$ cat src/rtl/kmp_search_pe_pkg.sv
// Shared widths and FSM encoding for the per-lane KMP search engine.
package kmp_search_pe_pkg;

    localparam int DEF_STR_AW = 6;
    localparam int DEF_PAT_AW = 4;
    localparam int DEF_CHAR_W = 8;
    localparam int DEF_NUM_PE = 4;

    typedef enum logic [1:0] {
        IDLE  = 2'd0,
        BUILD = 2'd1,
        SCAN  = 2'd2,
        DONE  = 2'd3
    } state_e;

endpackage

$ cat src/rtl/kmp_search_pe_if.sv
// Controller <-> search PE job port, including the PE's string buffer read port.
interface kmp_search_pe_if
    import kmp_search_pe_pkg::*;
#(
    parameter int STR_AW = DEF_STR_AW,
    parameter int PAT_AW = DEF_PAT_AW,
    parameter int CHAR_W = DEF_CHAR_W
) ();

    logic                          pe_valid;
    logic [STR_AW-1:0]             start_idx;
    logic [STR_AW-1:0]             process_2idx;
    logic [PAT_AW-1:0]             pat_last_idx;
    logic [CHAR_W*(2**PAT_AW)-1:0] pat_flat;
    logic [STR_AW-1:0]             str_rd_addr;
    logic [CHAR_W-1:0]             str_rd_data;
    logic                          o_match_valid;
    logic                          o_match;
    logic [STR_AW-1:0]             o_match_idx;

    // Master is the controller side, which also owns the string buffer.
    modport master (
        output pe_valid, start_idx, process_2idx, pat_last_idx, pat_flat, str_rd_data,
        input  str_rd_addr, o_match_valid, o_match, o_match_idx
    );

    modport slave (
        input  pe_valid, start_idx, process_2idx, pat_last_idx, pat_flat, str_rd_data,
        output str_rd_addr, o_match_valid, o_match, o_match_idx
    );

endinterface

$ cat src/rtl/kmp_search_pe_fail_table.sv
// KMP prefix-function builder: one step per cycle into a fail[] register array.
module kmp_fail_table #(
    parameter int PAT_AW = 4,
    parameter int CHAR_W = 8
) (
    input  logic                          clk,
    input  logic                          reset,
    input  logic                          init_i,
    input  logic                          step_i,
    input  logic [CHAR_W*(2**PAT_AW)-1:0] pat_i,
    input  logic [PAT_AW-1:0]             last_i,
    input  logic [PAT_AW-1:0]             rd_idx_i,
    output logic                          build_done_o,
    output logic [PAT_AW-1:0]             rd_fail_o
);

    localparam int PAT_N = 2**PAT_AW;

    logic [PAT_AW:0]   q_q;
    logic [PAT_AW-1:0] k_q;
    logic [PAT_AW-1:0] q_lo;
    logic [PAT_AW-1:0] fail_q [PAT_N];
    logic [CHAR_W-1:0] ch_q, ch_k;

    assign q_lo         = q_q[PAT_AW-1:0];
    assign ch_q         = pat_i[int'(q_lo)*CHAR_W +: CHAR_W];
    assign ch_k         = pat_i[int'(k_q)*CHAR_W +: CHAR_W];
    assign build_done_o = q_q > {1'b0, last_i};
    assign rd_fail_o    = fail_q[rd_idx_i];

    // fail[0] is never written, so it stays at its reset value of 0.
    always_ff @(posedge clk) begin
        if (reset) begin
            q_q <= (PAT_AW+1)'(1);
            k_q <= '0;
            for (int n = 0; n < PAT_N; n++) fail_q[n] <= '0;
        end else if (init_i) begin
            q_q <= (PAT_AW+1)'(1);
            k_q <= '0;
        end else if (step_i && !build_done_o) begin
            if (ch_q == ch_k) begin
                fail_q[q_lo] <= k_q + 1'b1;
                k_q          <= k_q + 1'b1;
                q_q          <= q_q + 1'b1;
            end else if (k_q != '0) begin
                k_q <= fail_q[k_q - 1'b1];
            end else begin
                fail_q[q_lo] <= '0;
                q_q          <= q_q + 1'b1;
            end
        end
    end

endmodule

$ cat src/rtl/kmp_search_pe.sv
// Per-lane KMP search engine: latch a job, build the fail table, scan the window,
// and hold the first-match verdict until the controller drops pe_valid.
module kmp_search_pe
    import kmp_search_pe_pkg::*;
#(
    parameter int STR_AW = DEF_STR_AW,
    parameter int PAT_AW = DEF_PAT_AW,
    parameter int CHAR_W = DEF_CHAR_W
) (
    input  logic            clk,
    input  logic            reset,
    kmp_search_pe_if.slave  bus
);

    state_e                        state_q;
    logic [STR_AW:0]               i_q;
    logic [STR_AW-1:0]             end_q;
    logic [PAT_AW-1:0]             last_q;
    logic [PAT_AW-1:0]             j_q;
    logic [CHAR_W*(2**PAT_AW)-1:0] pat_q;
    logic                          mv_q, m_q;
    logic [STR_AW-1:0]             idx_q;

    logic [STR_AW:0]   i_inc, idx_ext;
    logic [CHAR_W-1:0] pat_ch;
    logic [PAT_AW-1:0] fail_rd;
    logic              hit, past_end, past_end_inc, build_done;

    assign pat_ch       = pat_q[int'(j_q)*CHAR_W +: CHAR_W];
    assign hit          = pat_ch == bus.str_rd_data;
    assign i_inc        = i_q + 1'b1;
    assign past_end     = i_q > {1'b0, end_q};
    assign past_end_inc = i_inc > {1'b0, end_q};
    assign idx_ext      = i_q - (STR_AW+1)'(last_q);

    kmp_fail_table #(.PAT_AW(PAT_AW), .CHAR_W(CHAR_W)) u_fail (
        .clk          (clk),
        .reset        (reset),
        .init_i       (state_q == IDLE && bus.pe_valid),
        .step_i       (state_q == BUILD && bus.pe_valid),
        .pat_i        (pat_q),
        .last_i       (last_q),
        .rd_idx_i     (j_q - 1'b1),
        .build_done_o (build_done),
        .rd_fail_o    (fail_rd)
    );

    assign bus.str_rd_addr   = i_q[STR_AW-1:0];
    assign bus.o_match_valid = mv_q;
    assign bus.o_match       = m_q;
    assign bus.o_match_idx   = idx_q;

    always_ff @(posedge clk) begin
        if (reset) begin
            state_q <= IDLE;
            i_q     <= '0;
            end_q   <= '0;
            last_q  <= '0;
            j_q     <= '0;
            pat_q   <= '0;
            mv_q    <= 1'b0;
            m_q     <= 1'b0;
            idx_q   <= '0;
        end else begin
            case (state_q)
                IDLE: begin
                    mv_q  <= 1'b0;
                    m_q   <= 1'b0;
                    idx_q <= '0;
                    if (bus.pe_valid) begin
                        i_q     <= {1'b0, bus.start_idx};
                        end_q   <= bus.process_2idx;
                        last_q  <= bus.pat_last_idx;
                        pat_q   <= bus.pat_flat;
                        j_q     <= '0;
                        state_q <= BUILD;
                    end
                end
                BUILD: begin
                    if (!bus.pe_valid) begin
                        i_q     <= '0;
                        state_q <= IDLE;
                    end else if (build_done) begin
                        j_q     <= '0;
                        state_q <= SCAN;
                    end
                end
                SCAN: begin
                    if (!bus.pe_valid) begin
                        i_q     <= '0;
                        state_q <= IDLE;
                    end else if (past_end) begin
                        // Empty window (start > end) lands here on the first scan cycle.
                        mv_q    <= 1'b1;
                        state_q <= DONE;
                    end else if (hit && j_q == last_q) begin
                        mv_q    <= 1'b1;
                        m_q     <= 1'b1;
                        idx_q   <= idx_ext[STR_AW-1:0];
                        state_q <= DONE;
                    end else if (hit) begin
                        i_q <= i_inc;
                        j_q <= j_q + 1'b1;
                        if (past_end_inc) begin
                            mv_q    <= 1'b1;
                            state_q <= DONE;
                        end
                    end else if (j_q != '0) begin
                        j_q <= fail_rd;
                    end else begin
                        i_q <= i_inc;
                        if (past_end_inc) begin
                            mv_q    <= 1'b1;
                            state_q <= DONE;
                        end
                    end
                end
                DONE: begin
                    if (!bus.pe_valid) begin
                        mv_q    <= 1'b0;
                        m_q     <= 1'b0;
                        idx_q   <= '0;
                        i_q     <= '0;
                        state_q <= IDLE;
                    end
                end
                default: state_q <= IDLE;
            endcase
        end
    end

endmodule

$ cat src/flat_wrapper.sv
// flat-port wrapper written by rule: the top's interface ports become plain ports
module kmp_search_pe_flat import kmp_search_pe_pkg::*;
#(
    parameter int STR_AW = DEF_STR_AW,
    parameter int PAT_AW = DEF_PAT_AW,
    parameter int CHAR_W = DEF_CHAR_W
)
  (clk, reset, bus_pe_valid, bus_start_idx, bus_process_2idx, bus_pat_last_idx, bus_pat_flat, bus_str_rd_data, bus_str_rd_addr, bus_o_match_valid, bus_o_match, bus_o_match_idx);
  kmp_search_pe_if #(.STR_AW(STR_AW), .PAT_AW(PAT_AW), .CHAR_W(CHAR_W)) bus_i ();
  input  logic clk;
  input  logic reset;
  input wire logic [$bits(bus_i.pe_valid)-1:0] bus_pe_valid;
  input wire logic [$bits(bus_i.start_idx)-1:0] bus_start_idx;
  input wire logic [$bits(bus_i.process_2idx)-1:0] bus_process_2idx;
  input wire logic [$bits(bus_i.pat_last_idx)-1:0] bus_pat_last_idx;
  input wire logic [$bits(bus_i.pat_flat)-1:0] bus_pat_flat;
  input wire logic [$bits(bus_i.str_rd_data)-1:0] bus_str_rd_data;
  output wire logic [$bits(bus_i.str_rd_addr)-1:0] bus_str_rd_addr;
  output wire logic [$bits(bus_i.o_match_valid)-1:0] bus_o_match_valid;
  output wire logic [$bits(bus_i.o_match)-1:0] bus_o_match;
  output wire logic [$bits(bus_i.o_match_idx)-1:0] bus_o_match_idx;
  assign bus_i.pe_valid = bus_pe_valid;
  assign bus_i.start_idx = bus_start_idx;
  assign bus_i.process_2idx = bus_process_2idx;
  assign bus_i.pat_last_idx = bus_pat_last_idx;
  assign bus_i.pat_flat = bus_pat_flat;
  assign bus_i.str_rd_data = bus_str_rd_data;
  assign bus_str_rd_addr = bus_i.str_rd_addr;
  assign bus_o_match_valid = bus_i.o_match_valid;
  assign bus_o_match = bus_i.o_match;
  assign bus_o_match_idx = bus_i.o_match_idx;
  kmp_search_pe #(.STR_AW(STR_AW), .PAT_AW(PAT_AW), .CHAR_W(CHAR_W)) u_core (.clk(clk), .reset(reset), .bus(bus_i));
endmodule
$ cat config.mk
export PLATFORM = sky130hd
export DESIGN_NAME = kmp_search_pe_flat
export DESIGN_NICKNAME = d
export VERILOG_FILES = /design/src/rtl/kmp_search_pe_pkg.sv /design/src/rtl/kmp_search_pe_if.sv /design/src/rtl/kmp_search_pe_fail_table.sv /design/src/rtl/kmp_search_pe.sv /design/src/flat_wrapper.sv
export SDC_FILE = /design/constraint.sdc
export NUM_CORES = 1
export LEC_CHECK = 0
export ABC_AREA = 1
export CAP_MARGIN = 20
export CORE_UTILIZATION = 45
export CTS_CLUSTER_SIZE = 20
export DETAILED_ROUTE_END_ITERATION = 8
export GPL_TIMING_DRIVEN = 1
export PLACE_DENSITY = 0.69
export SLEW_MARGIN = 20
export SYNTH_ARGS = -nofsm -noshare
export SYNTH_HDL_FRONTEND = slang
export SYNTH_SLANG_ARGS = --single-unit
$ cat constraint.sdc
create_clock -name clk -period 2.6 [get_ports clk]
set_clock_uncertainty 0.05 [all_clocks]
set_input_delay 0.65 -clock clk [delete_from_list [all_inputs] [get_ports clk]]
set_output_delay 0.65 -clock clk [all_outputs]
set_load 0.005 [all_outputs]
==> metrics.md, run 1 <==
| Metric | Value |
|---|---|
| GPL Wtd Cong | approximately 0.98 |
| Fillers | 2862 |
| Fraction of layout cells with a size suffix above 1 | between 10% and 20% |
| Async set-or-reset flop fraction in the synthesized netlist | 0% |
| Chip Width | roughly 180 um |
| Slew at the pin with the worst max-slew slack | around 0.55 ns |
| Most frequent cells in the layout | nand2_1 (396), o21ai_0 (304), a21oi_1 (289) |
| Worst EP arrival | between 3 and 4 ns |
| Vias | approximately 16000 |
| Num CTS Buffers | 26 |
| Critical path data required time | approximately 2.8 ns |
| First-pass GRT wire length | about 83 mm |
| Root buf cell | clkbuf_16 |
| Yosys Warn Count | 0 |
| Status | finished, violations left |
| Final ANT Viol Nets | 0 |
| Max cap viols | 0 |
| Setup TNS | -25.89 ns |
| CTS Hold Buffers Added | 0 |
| Worst skew pair latency | between 0.5 and 0.6 ns |
| Final #Nets | ~2600 |
| Most common cell after layout, fill and taps aside | nand2_1 |
| WL/cell | between 15 and 20 um |
| Detailed Route WL | approximately 54 mm |
| Synth top area share | 23.1% |
| RSZ-0062 raised after global routing | true |
| Final count of negative-setup-slack endpoints | about 130 |
| Seq. cell area | between 5000 and 6000 sq um |
| Met3 Use GR | approximately 4.6% |
| Post-synth top area cell | dfxtp_1 |
| CTS tree | done |
| CP Launch Type | register |
| Fin crit share | 110% |
| Post-synth EDFFs | 64 |
| Worst rel slew slack | 63.3% |
| # H-tree levels | 1 |
| Hold Path Class | register to register |
| Starting Density | 46.0% |
| Slew Limit Fails | 0 |
| Core Util, Final | between 60% and 70% |
| IO Pins | around 170 |
| Cells after Synth | 2190 |
| Power Density | around 660 nW/um^2 |
| Placed insts | about 2800 |
| Count of state elements after synthesis | roughly 230 |
| Met1 usage | about 44% |
| Most used flip-flop cell after synthesis | dfxtp_1 |
| Critical path type | register to register |
| Tot GR Track Use | a little under a third |
| Number of DRC markers in iteration 0 | around 1600 |
| Residual DRC | 0 |
| Post-synth cell types | 42 |
| Vias in the first global route | around 15000 |
| Std cell rows | 65 |
| Clock Path Buffers | 3 |
| Maximum VDD drop | approximately 0.00054 V |
| Fin Hold WS | about 0.41 ns |
| Met2 Use GR | about half |
| Core Footprint | between 30000 and 40000 sq um |
| Drt via density | 5.62 |
| Final hold vios | 0 |
| Clock transition at path regs | around 0.060 ns |
| Seq/Total Area, Yosys | between 30% and 40% |
| Mean post-synth cell area | ~6.7 sq um |
| Grt ovf | 0 |
| Largest net degree at the start of global routing | 56 |
| I/O Buffers | around 170 |
| Fmax | around 350 MHz |
| Pre-CTS setup slack | -0.366 ns |
| GR peak layer | met2 |
| Initial antenna violation count | 0 |
| Top post-synthesis cells by area | dfxtp_1 (23%), edfxtp_1 (13%), o21ai_0 (12%) |
| DIE HEIGHT | around 180 um |
| Post-Synthesis Cell Area | 14600 sq um |
| Die area | 33100 sq um |
| Failing checks | setup timing |
| Post-route insts no fill | approximately 2900 |
| Final worst setup slack | -0.272 ns |
| Drt pass-1 iters | 6 |
| Multi-input gate area | 8300 sq um |
| Sink Count | 232 |
| Crit path time final | around 2.9 ns |
| Maximum net fanout on the critical path | 8 |
| Area Overhead vs Synth | 36.0% |
| # diodes | 0 |
| DP HPWL | 38.7 mm |
| P_leak | 8.42 nW |
| Crit. End Element | register |
| Synthesized Nets | 2376 |
## layout make-up
| cell class | instances | area share (%) |
|---|---|---|
| flip-flops and latches | 232 | 26.7 |
| clock buffers | 38 | 4.20 |
| well taps | 402 | 2.54 |
| clock inverters | 9 | 0.435 |
| repair buffers | 391 | 20.3 |
| inverters | 200 | 3.94 |
| multi-input cells | 1603 | 41.9 |
## path summary, 6_finish.rpt
| kind | depth (start not counted) | start | end | slack [ns] |
|---|---|---|---|---|
| max | 20 | u_core.u_fail.q_q[0]$_SDFFE_PP1P_ | u_core.u_fail.fail_q[12][3]$_SDFFCE_PN0P_ | -0.27 |
| min reg2reg | 2 | u_core.bus.o_match$_SDFFE_PP0P_ | u_core.bus.o_match$_SDFFE_PP0P_ | 0.41 |
| max reg2reg | 20 | u_core.u_fail.q_q[0]$_SDFFE_PP1P_ | u_core.u_fail.fail_q[12][3]$_SDFFCE_PN0P_ | -0.27 |
| min | 2 | u_core.bus.o_match$_SDFFE_PP0P_ | u_core.bus.o_match$_SDFFE_PP0P_ | 0.41 |
## synthesized netlist by cell type (2+ instances only)
| master | number |
|---|---|
| nor4_1 | 2 |
| nand3_1 | 140 |
| ha_1 | 30 |
| a22o_1 | 2 |
| nor2_2 | 3 |
| nor2_1 | 233 |
| xor2_1 | 19 |
| o21ai_1 | 28 |
| a211oi_1 | 7 |
| or2_0 | 2 |
| buf_1 | 8 |
| inv_2 | 7 |
| nand4_1 | 4 |
| o221ai_1 | 3 |
| dfxtp_1 | 168 |
| xnor2_1 | 3 |
| nand2_1 | 425 |
| nand3_4 | 10 |
| edfxtp_1 | 64 |
| o311ai_0 | 3 |
| nand2_2 | 6 |
| o21ai_0 | 345 |
| inv_1 | 192 |
| nand3b_1 | 4 |
| buf_2 | 43 |
| o211ai_1 | 32 |
| clkbuf_1 | 91 |
| buf_4 | 8 |
| a21oi_1 | 292 |
| buf_6 | 4 |
## through the flow
step                power (mW)  cell area [sq um]
detailed placement        8.86              18000
global placement          8.79              18000
CTS                       12.9              19200
finish                    13.2              19800
floorplan                 6.99              14600
global route              13.8              19800
## kinds of logic after synthesis
family	count (synthesis)	synth area share (%)
AOI/OAI and AO/OA	717	25.6
xor gates and xnor gates	22	1.32
adders and majority gates	31	2.71
buffers and inverters	355	10.0
DFF	232	36.2
and+or+nand+nor	833	24.1
## per-layer routing
metal | share of wire (%) | vias to the layer above | routed length (um)
met5 | 0 | - | 0
met4 | 2.5 | 0 | 1340
met3 | 9.0 | 102 | 4850
met2 | 45 | 793 | 24000
met1 | 44 | 7427 | 23700
li1 | - | 7844 | -
## timing repair
item                                    CTS  global route
gates resized for setup                  79           136
endpoints found under the hold margin     0             0
pin swaps                                 3            19
setup buffers                             8             4
endpoints found under the setup margin  151           157
gates cloned                              3             6
## registers in the layout, summed over array words and instances (netlist names)
register	flops
u_core.end_q	6
u_core.u_fail.k_q	4
u_core.state_q	2
u_core.j_q	4
u_core.i_q	7
u_core.pat_q	128
u_core.bus.o_match_valid	1
u_core.bus.o_match	1
u_core.bus.o_match_idx	6
u_core.last_q	4
u_core.u_fail.fail_q	64
u_core.u_fail.q_q	5
## power by group
| group | internal, mW | switching (mW) | total [mW] | leakage [nW] |
|---|---|---|---|---|
| registers | 4.10 | 0.309 | 4.41 | 2.05 |
| logic | 1.98 | 2.86 | 4.84 | 5.93 |
| clock network | 2.32 | 1.61 | 3.93 | 0.447 |
## worst max-delay path, cell delays in order, from the launching register on
cell and delay [ns]:
dfxtp_4 0.42, buf_12 0.14, inv_16 0.05, buf_12 0.13, buf_4 0.13, o21ai_2 0.10, nand2_1 0.06, nand2_1 0.09
nand2_2 0.07, nor2_2 0.12, nand3_1 0.08, nand2_1 0.08, nand2_1 0.06, nor2_2 0.14, nand2_2 0.11, nand2_4 0.10
nand2_4 0.05, nor2_4 0.22, buf_12 0.18, nand3_4 0.09, nand2_4 0.13
Note: power is estimated with default switching activity, not from simulation.
==> run 2: changes to the inputs <==
--- a/config.mk
+++ b/config.mk
@@ -11,6 +11,7 @@
 export CTS_CLUSTER_SIZE = 20
 export DETAILED_ROUTE_END_ITERATION = 8
 export GPL_TIMING_DRIVEN = 1
+export HOLD_SLACK_MARGIN = 0.03
 export PLACE_DENSITY = 0.69
 export SLEW_MARGIN = 20
 export SYNTH_ARGS = -nofsm -noshare
==> results of run 2 <==
Final layout, timing and power as in run 1 (identical DEF).
